<file path="src/rtl/inst_fetch.sv">
// Instruction fetch: at most one bus read in flight; the instruction appears on inst_o one cycle after its ack.
// The PC is held except in delivery cycles. A hold parks an acked word in a one-entry buffer until release.
module inst_fetch #(
  parameter logic [31:0] INST_NOP       = 32'h00000013,
  parameter int unsigned TIMEOUT_CYCLES = 255
) (
  input  logic        clk,
  input  logic        rst,
  input  logic [31:0] pc_i,
  input  logic        jump_flag_i,
  input  logic [2:0]  hold_flag_i,
  output logic        pc_stall_o,
  output logic        req_o,
  output logic [31:0] addr_o,
  input  logic        ack_i,
  input  logic [31:0] rdata_i,
  output logic [31:0] inst_o,
  output logic [31:0] inst_addr_o,
  output logic        inst_valid_o,
  output logic        err_o
);

  typedef enum logic [1:0] {IDLE, WAIT, FLUSH, HOLD} state_t;

  localparam logic [31:0] TMO_LIM = 32'(TIMEOUT_CYCLES);

  state_t      state_q, state_d;
  logic [31:0] addr_q, addr_d;
  logic [31:0] cnt_q, cnt_d;
  logic [31:0] inst_q, inst_d;
  logic [31:0] inst_addr_q, inst_addr_d;
  logic        inst_valid_q, inst_valid_d;
  logic [31:0] buf_dat_q, buf_dat_d;
  logic [31:0] buf_addr_q, buf_addr_d;
  logic        buf_vld_q, buf_vld_d;
  logic        err_q, err_d;

  logic hold_stall;
  logic bus_busy;
  logic timeout;
  logic dlv_wait;
  logic dlv_buf;

  assign hold_stall = (hold_flag_i >= 3'b010);
  assign bus_busy   = (state_q == WAIT) || (state_q == FLUSH);
  // counter holds the number of earlier busy cycles, so this fires on the TIMEOUT_CYCLES-th one
  assign timeout    = bus_busy && !ack_i && ((cnt_q + 32'd1) >= TMO_LIM);
  assign dlv_wait   = !rst && (state_q == WAIT) && ack_i && !jump_flag_i && !hold_stall;
  assign dlv_buf    = !rst && (state_q == HOLD) && buf_vld_q && !jump_flag_i && !hold_stall;

  assign pc_stall_o   = !(dlv_wait || dlv_buf);
  assign req_o        = bus_busy;
  assign addr_o       = addr_q;
  assign inst_o       = inst_q;
  assign inst_addr_o  = inst_addr_q;
  assign inst_valid_o = inst_valid_q;
  assign err_o        = err_q;

  always_comb begin
    state_d    = state_q;
    addr_d     = addr_q;
    cnt_d      = cnt_q;
    err_d      = 1'b0;
    buf_vld_d  = buf_vld_q;
    buf_dat_d  = buf_dat_q;
    buf_addr_d = buf_addr_q;

    case (state_q)
      IDLE: begin
        if (!jump_flag_i) begin
          addr_d  = pc_i;
          state_d = WAIT;
        end
      end
      WAIT: begin
        if (timeout) begin
          state_d = IDLE;
          err_d   = 1'b1;
        end else if (jump_flag_i) begin
          state_d = ack_i ? IDLE : FLUSH;
        end else if (ack_i) begin
          if (hold_stall) begin
            buf_vld_d  = 1'b1;
            buf_dat_d  = rdata_i;
            buf_addr_d = addr_q;
            state_d    = HOLD;
          end else begin
            state_d = IDLE;
          end
        end
      end
      FLUSH: begin
        if (timeout) begin
          state_d = IDLE;
          err_d   = 1'b1;
        end else if (ack_i) begin
          state_d = IDLE;
        end
      end
      HOLD: begin
        if (jump_flag_i || !hold_stall) begin
          buf_vld_d = 1'b0;
          state_d   = IDLE;
        end
      end
      default: state_d = IDLE;
    endcase

    if (state_d != state_q) begin
      cnt_d = 32'd0;
    end else if (bus_busy) begin
      cnt_d = cnt_q + 32'd1;
    end

    inst_d       = inst_q;
    inst_addr_d  = inst_addr_q;
    inst_valid_d = inst_valid_q;
    if (jump_flag_i) begin
      inst_d       = INST_NOP;
      inst_valid_d = 1'b0;
    end else if (dlv_wait) begin
      inst_d       = rdata_i;
      inst_addr_d  = addr_q;
      inst_valid_d = 1'b1;
    end else if (dlv_buf) begin
      inst_d       = buf_dat_q;
      inst_addr_d  = buf_addr_q;
      inst_valid_d = 1'b1;
    end else if (!hold_stall) begin
      inst_d       = INST_NOP;
      inst_valid_d = 1'b0;
    end
  end

  always_ff @(posedge clk) begin
    if (rst) begin
      state_q      <= IDLE;
      addr_q       <= 32'd0;
      cnt_q        <= 32'd0;
      inst_q       <= INST_NOP;
      inst_addr_q  <= 32'd0;
      inst_valid_q <= 1'b0;
      buf_vld_q    <= 1'b0;
      buf_dat_q    <= 32'd0;
      buf_addr_q   <= 32'd0;
      err_q        <= 1'b0;
    end else begin
      state_q      <= state_d;
      addr_q       <= addr_d;
      cnt_q        <= cnt_d;
      inst_q       <= inst_d;
      inst_addr_q  <= inst_addr_d;
      inst_valid_q <= inst_valid_d;
      buf_vld_q    <= buf_vld_d;
      buf_dat_q    <= buf_dat_d;
      buf_addr_q   <= buf_addr_d;
      err_q        <= err_d;
    end
  end

endmodule

</file>
<file path="config.mk">
export PLATFORM = sky130hd
export DESIGN_NAME = inst_fetch
export DESIGN_NICKNAME = d
export VERILOG_FILES = /design/src/rtl/inst_fetch.sv
export SDC_FILE = /design/constraint.sdc
export NUM_CORES = 1
export LEC_CHECK = 0
export CAP_MARGIN = 10
export CORE_MARGIN = 1
export CORE_UTILIZATION = 54
export CTS_BUF_LIST = sky130_fd_sc_hd__clkbuf_8
export DETAILED_ROUTE_END_ITERATION = 12
export PLACE_DENSITY = 0.83
export SYNTH_ARGS = -nofsm -noshare
export SYNTH_HDL_FRONTEND = slang
export SYNTH_SLANG_ARGS = --single-unit
</file>
<file path="constraint.sdc">
create_clock -name clk -period 3.7 [get_ports clk]
set_input_delay 0.925 -clock clk [delete_from_list [all_inputs] [get_ports clk]]
set_output_delay 0.925 -clock clk [all_outputs]
set_load 0.005 [all_outputs]
</file>
# Yosys cells after proc, flatten, opt, wreduce, memory -nomap -nowiden
# Cells that the tools add are included.
# totals
input_bits,71
ff_bits,197
wordCells,80
out_inout_bits,100
# op_classes
muxes,25
n_eq_ne,10
reduce_logical,29
order_cmp,2
bitwise,3
n_addsub,1
# ops
cell,n
2-to-1 mux 32 bit,5
adder 32 x 1 -> 32 bit (second input constant),1
greater-or-equal comparator 32 x 8 -> 1 bit (second input constant),1
2-to-1 mux 2 bit,9
logical AND 1 bit,10
2-to-1 mux 1 bit,9
inequality test 2 bit (second input constant),4
case mux 2 bit (4 select lines),1
OR reduction 2 bit,4
AND reduction 6 bit,1
logical NOT 1 bit,5
AND reduction 5 bit,1
equality test 2 bit (second input constant),2
AND reduction 2 bit,2
nonzero test 2 bit,2
greater-or-equal comparator 3 x 2 -> 1 bit (second input constant),1
logical OR 1 bit,3
inequality test 3 x 1 -> 1 bit (second input constant),1
inverter 1 bit,3
equality test 2 x 1 -> 1 bit (second input constant),1
logical NOT 2 bit,1
inequality test 2 x 1 -> 1 bit (second input constant),1
inequality test 2 bit,1
case mux 1 bit (2 select lines),1

# Depth between registers and ports, before layout
# depth
word_depth,8
depth_mapped,11
ltp_nobuf,10

# Least setup slack after synthesis
# No wires, ideal clock.
# synth_path
path_kind,in2out
from,input rst
to,output pc_stall_o
n_path_buf,3
setup_slack_ns,0.399
arrival_ns,2.376
cell_stages,6
required_time_ns,2.775
cell_sequence,clkbuf_1 -> or2_2 -> clkbuf_1 -> nor3_1 -> clkbuf_1 -> nor2_1
# synth_via
elab_chain_cells,7
elab_cells_between_ends,11
cone_classes,11 x reduce/logical
# synth_rtl
item,line,source
"start, declared",8,"input logic rst,"
logical NOT 1 bit (*),"48, 49",
logical AND 1 bit (on tied branches) (4 in a row),"48, 49",
logical OR 1 bit (*),51,assign pc_stall_o = !(dlv_wait || dlv_buf);
logical NOT 1 bit (*),51,
"end, declared",12,"output logic pc_stall_o,"
# Mark *: on every way between the ends. The rest lies on a longest branch, timed or not.

# Worst setup path in the final report
# layout_path
from,input hold_flag_i[2]
to,output pc_stall_o
# layout_via
elab_chain_cells,5
elab_cells_between_ends,6
cone_classes,1 x order compare; 5 x reduce/logical
# layout_rtl
item,line,source
"start, declared",11,"input logic [2:0] hold_flag_i,"
greater-or-equal comparator 3 x 2 -> 1 bit (*),44,assign hold_stall = (hold_flag_i >= 3'b010);
logical NOT 1 bit (*),--,
logical AND 1 bit (on tied branches),"48, 49",
logical OR 1 bit (*),51,
logical NOT 1 bit (*),51,
# Marks and branches as above.

==> flow_summary.json <==
{
  "cts-hold-fix-buffers": 0,
  "clk_latency_worst_skew_pair_ns": 0.46,
  "r2r_end": "cnt_q[21]",
  "p_leak_nw": 3.51,
  "synth_sequential_area_ratio_pct": 45.6,
  "dr.pass1.iters": 5,
  "reg2reg_from": "cnt_q[0]",
  "layout.nets": 1265,
  "die_w_um": 129,
  "core_region_area_mm2": 0.0154,
  "register_area_mm2": 0.00394,
  "setup_total_negative_slack_ns": 0,
  "global_route.usage.total_pct": 26.9,
  "timing.hold.worst_endpoint": "inst_o[25]",
  "numClockSinks": 197,
  "postCtsResizedCells": 0,
  "power.ir.vdd_worst_mv": 0.365,
  "period_minus_slack_ns": 3.43,
  "rsz0062_at_grt": "no",
  "multi_input_area_mm2": 0.00430,
  "route.detailed.drc": 0,
  "result_of_the_run": "finished clean",
  "drt_iter0_drc": 619,
  "yosys_top_cell_by_area": "sky130_fd_sc_hd__dfxtp_1",
  "ys.warnings.count": 0,
  "number_of_storage_elements_in_the_synthesis_netlist": 197,
  "cp-start-kind": "input port",
  "netlist_top_cells_count": "sky130_fd_sc_hd__nand2_1 (313), sky130_fd_sc_hd__dfxtp_1 (197), sky130_fd_sc_hd__a21oi_1 (132)",
  "mean_instance_size_in_the_synthesized_netlist_um2": 8.11,
  "worst_setup_path_startpoint": "hold_flag_i[2]",
  "place_hpwl_um": 14400,
  "grt-ovfl-total": 0,
  "first_global_vias": 7305,
  "antenna_found_initial": 1,
  "timing.reg2reg.setup_slack_ns": 0.31,
  "cts-htree-levels": 4,
  "postSynth.asyncResetShare_pct": 0,
  "numPlacedInstances": 1379,
  "min_path_cells": 2,
  "finish.instance_area_mm2": 0.0108,
  "required_ns": 2.77,
  "final_estimated_routing_congestion_in_global_placement": 0.907,
  "insertedDiodeCount": 0,
  "clkSlewWorstSetupHoldPaths_ns": 0.10,
  "portBuffers": 169,
  "drt-vias-per-instance": 5.67,
  "finClkSkew_ns": 0.0131,
  "maxSlewHeadroom_pct": 36.3,
  "final_core_util_pct": 70.2,
  "max_cap_violations": 0,
  "wl_per_cell_um": 15.7,
  "fin_cells": 1411,
  "p_per_area_mw_per_mm2": 368,
  "finalHoldViolCount": 0,
  "worstMarginPinSlew_ns": 0.955,
  "flow.area_growth_from_synthesis_pct": 25.1,
  "reg2regPathDepth": 9,
  "synthesis.nets": 1145,
  "yosys-top-cells-area": "sky130_fd_sc_hd__dfxtp_1 (46%), sky130_fd_sc_hd__nand2_1 (14%), sky130_fd_sc_hd__a21oi_1 (7.6%)",
  "synth.most_common_cell": "sky130_fd_sc_hd__nand2_1",
  "final_layout_size_suffix_gt1_share_pct": 9.00,
  "rows": 45,
  "synthFlopType": "sky130_fd_sc_hd__dfxtp_1",
  "yosys.cell_types.count": 56,
  "antenna_left": 0,
  "clk_path_buf_depth": 2,
  "clockRootBuffer": "sky130_fd_sc_hd__clkbuf_8",
  "final_wl_um": 22100,
  "cts.repair_timing.setup_buffer_count": 0,
  "via_count_of_the_routed_design": 7995,
  "final_period_utilization_pct": 92.7,
  "syn-cell-area_mm2": 0.00865,
  "synth-edff-count": 0,
  "endpoint_kind": "primary output",
  "initial_core_util_pct": 56.1,
  "timing.hold.worst.class": "reg -> reg",
  "max_fanout_on_critical_path": 6,
  "tritoncts.num_buffers": 17,
  "grt_start_max_net_pins": 94,
  "crit_arrival_ns": 2.50,
  "synth_top_area_share_pct": 45.6,
  "syn_inst": 1067,
  "n_fill_cell": 1257,
  "final_number_of_max_transition_violations": 0,
  "die_h_um": 129,
  "cts_tree": "yes",
  "worstHoldStart": "buf_dat_q[25]",
  "boundaryPins": 171,
  "fp.dieArea_mm2": 0.0165,
  "grt_pass1_wl_um": 35700,
  "finalSetupViolations": 0,
  "placed_area_mm2": 0.0104,
  "max_freq_mhz": 292,
  "critical_path_class": "in -> out",
  "fin_total_pwr_w": 0.00399
}
==> layer usage <==
metal	up-vias	GRT usage [%]	routed length [um]
met3	41	5.61	1110
met1	3823	34.7	9770
li1	3909	-	-
met2	220	44.7	10600
met5	-	0	15
met4	2	9.55	566
==> power by group <==
group	switching [W]	internal, W	leakage, nW
Clock	0.000733	0.000684	0.218
Sequential	0.0000405	0.00216	1.59
Combinational	0.000195	0.000172	1.70
==> placed cells by master, fill, tap and decap left out, types with 18 or more instances in the layout <==
master                            count
sky130_fd_sc_hd__nor4_2              30
sky130_fd_sc_hd__nand2_1            313
sky130_fd_sc_hd__a311oi_1            33
sky130_fd_sc_hd__clkdlybuf4s50_1    168
sky130_fd_sc_hd__a22oi_1             29
sky130_fd_sc_hd__buf_4               21
sky130_fd_sc_hd__clkbuf_8            18
sky130_fd_sc_hd__xor2_1              23
sky130_fd_sc_hd__nor2_1              56
sky130_fd_sc_hd__dfxtp_1            197
sky130_fd_sc_hd__xnor2_1             21
sky130_fd_sc_hd__a21oi_1            132
==> area by class of cell <==
| class | count | share of cell area [%] |
|---|---|---|
| multi-input combinational | 772 | 39.7 |
| sequential | 197 | 36.4 |
| timing repair buffer | 191 | 17.4 |
| clock buffer | 18 | 2.29 |
| inverter | 8 | 0.277 |
| clock inverter | 14 | 1.49 |
| tap | 211 | 2.44 |
==> worst max path at each step <==
stage,endpoint,cells past startpoint
after floorplan,pc_stall_o,6
after global placement,pc_stall_o,5
after detailed placement,inst_o[14],7
after CTS,pc_stall_o,5
after global routing,cnt_q[31],8
final,pc_stall_o,5
==> stage by stage <==
step                      setup slack (ns)  hold slack (ns)
after floorplan                      0.399            0.432
after global placement               0.296            0.436
after detailed placement             0.253            0.444
after CTS                            0.270            0.450
after global routing                 0.101            0.472
final                                0.270            0.449
==> state kept, by name, indices dropped and copies added, names as in the netlist, 2 cells and up <==
register     count
addr_o          32
buf_addr_q      32
cnt_q           32
buf_dat_q       32
inst_o          32
state_q          2
inst_addr_o     32
==> critical path, stage by stage <==
cell and delay, ns:
sky130_fd_sc_hd__clkdlybuf4s50_1 0.41, sky130_fd_sc_hd__or2_2 0.38, sky130_fd_sc_hd__nor3_2 0.22, sky130_fd_sc_hd__nor2_1 0.10
sky130_fd_sc_hd__clkdlybuf4s50_1 0.46
==> cell families after synthesis <==
kind of cell | Yosys count | share of synthesized area (%)
adders and majority gates | 7 | 1.01
muxes | 1 | 0.116
buffers and inverters | 98 | 5.13
xor gates and xnor gates | 44 | 4.45
and+or+nand+nor | 488 | 27.0
AOI/OAI and AO/OA | 232 | 16.7
DFF | 197 | 45.6
No activity file was read; power rests on OpenSTA's default activity.
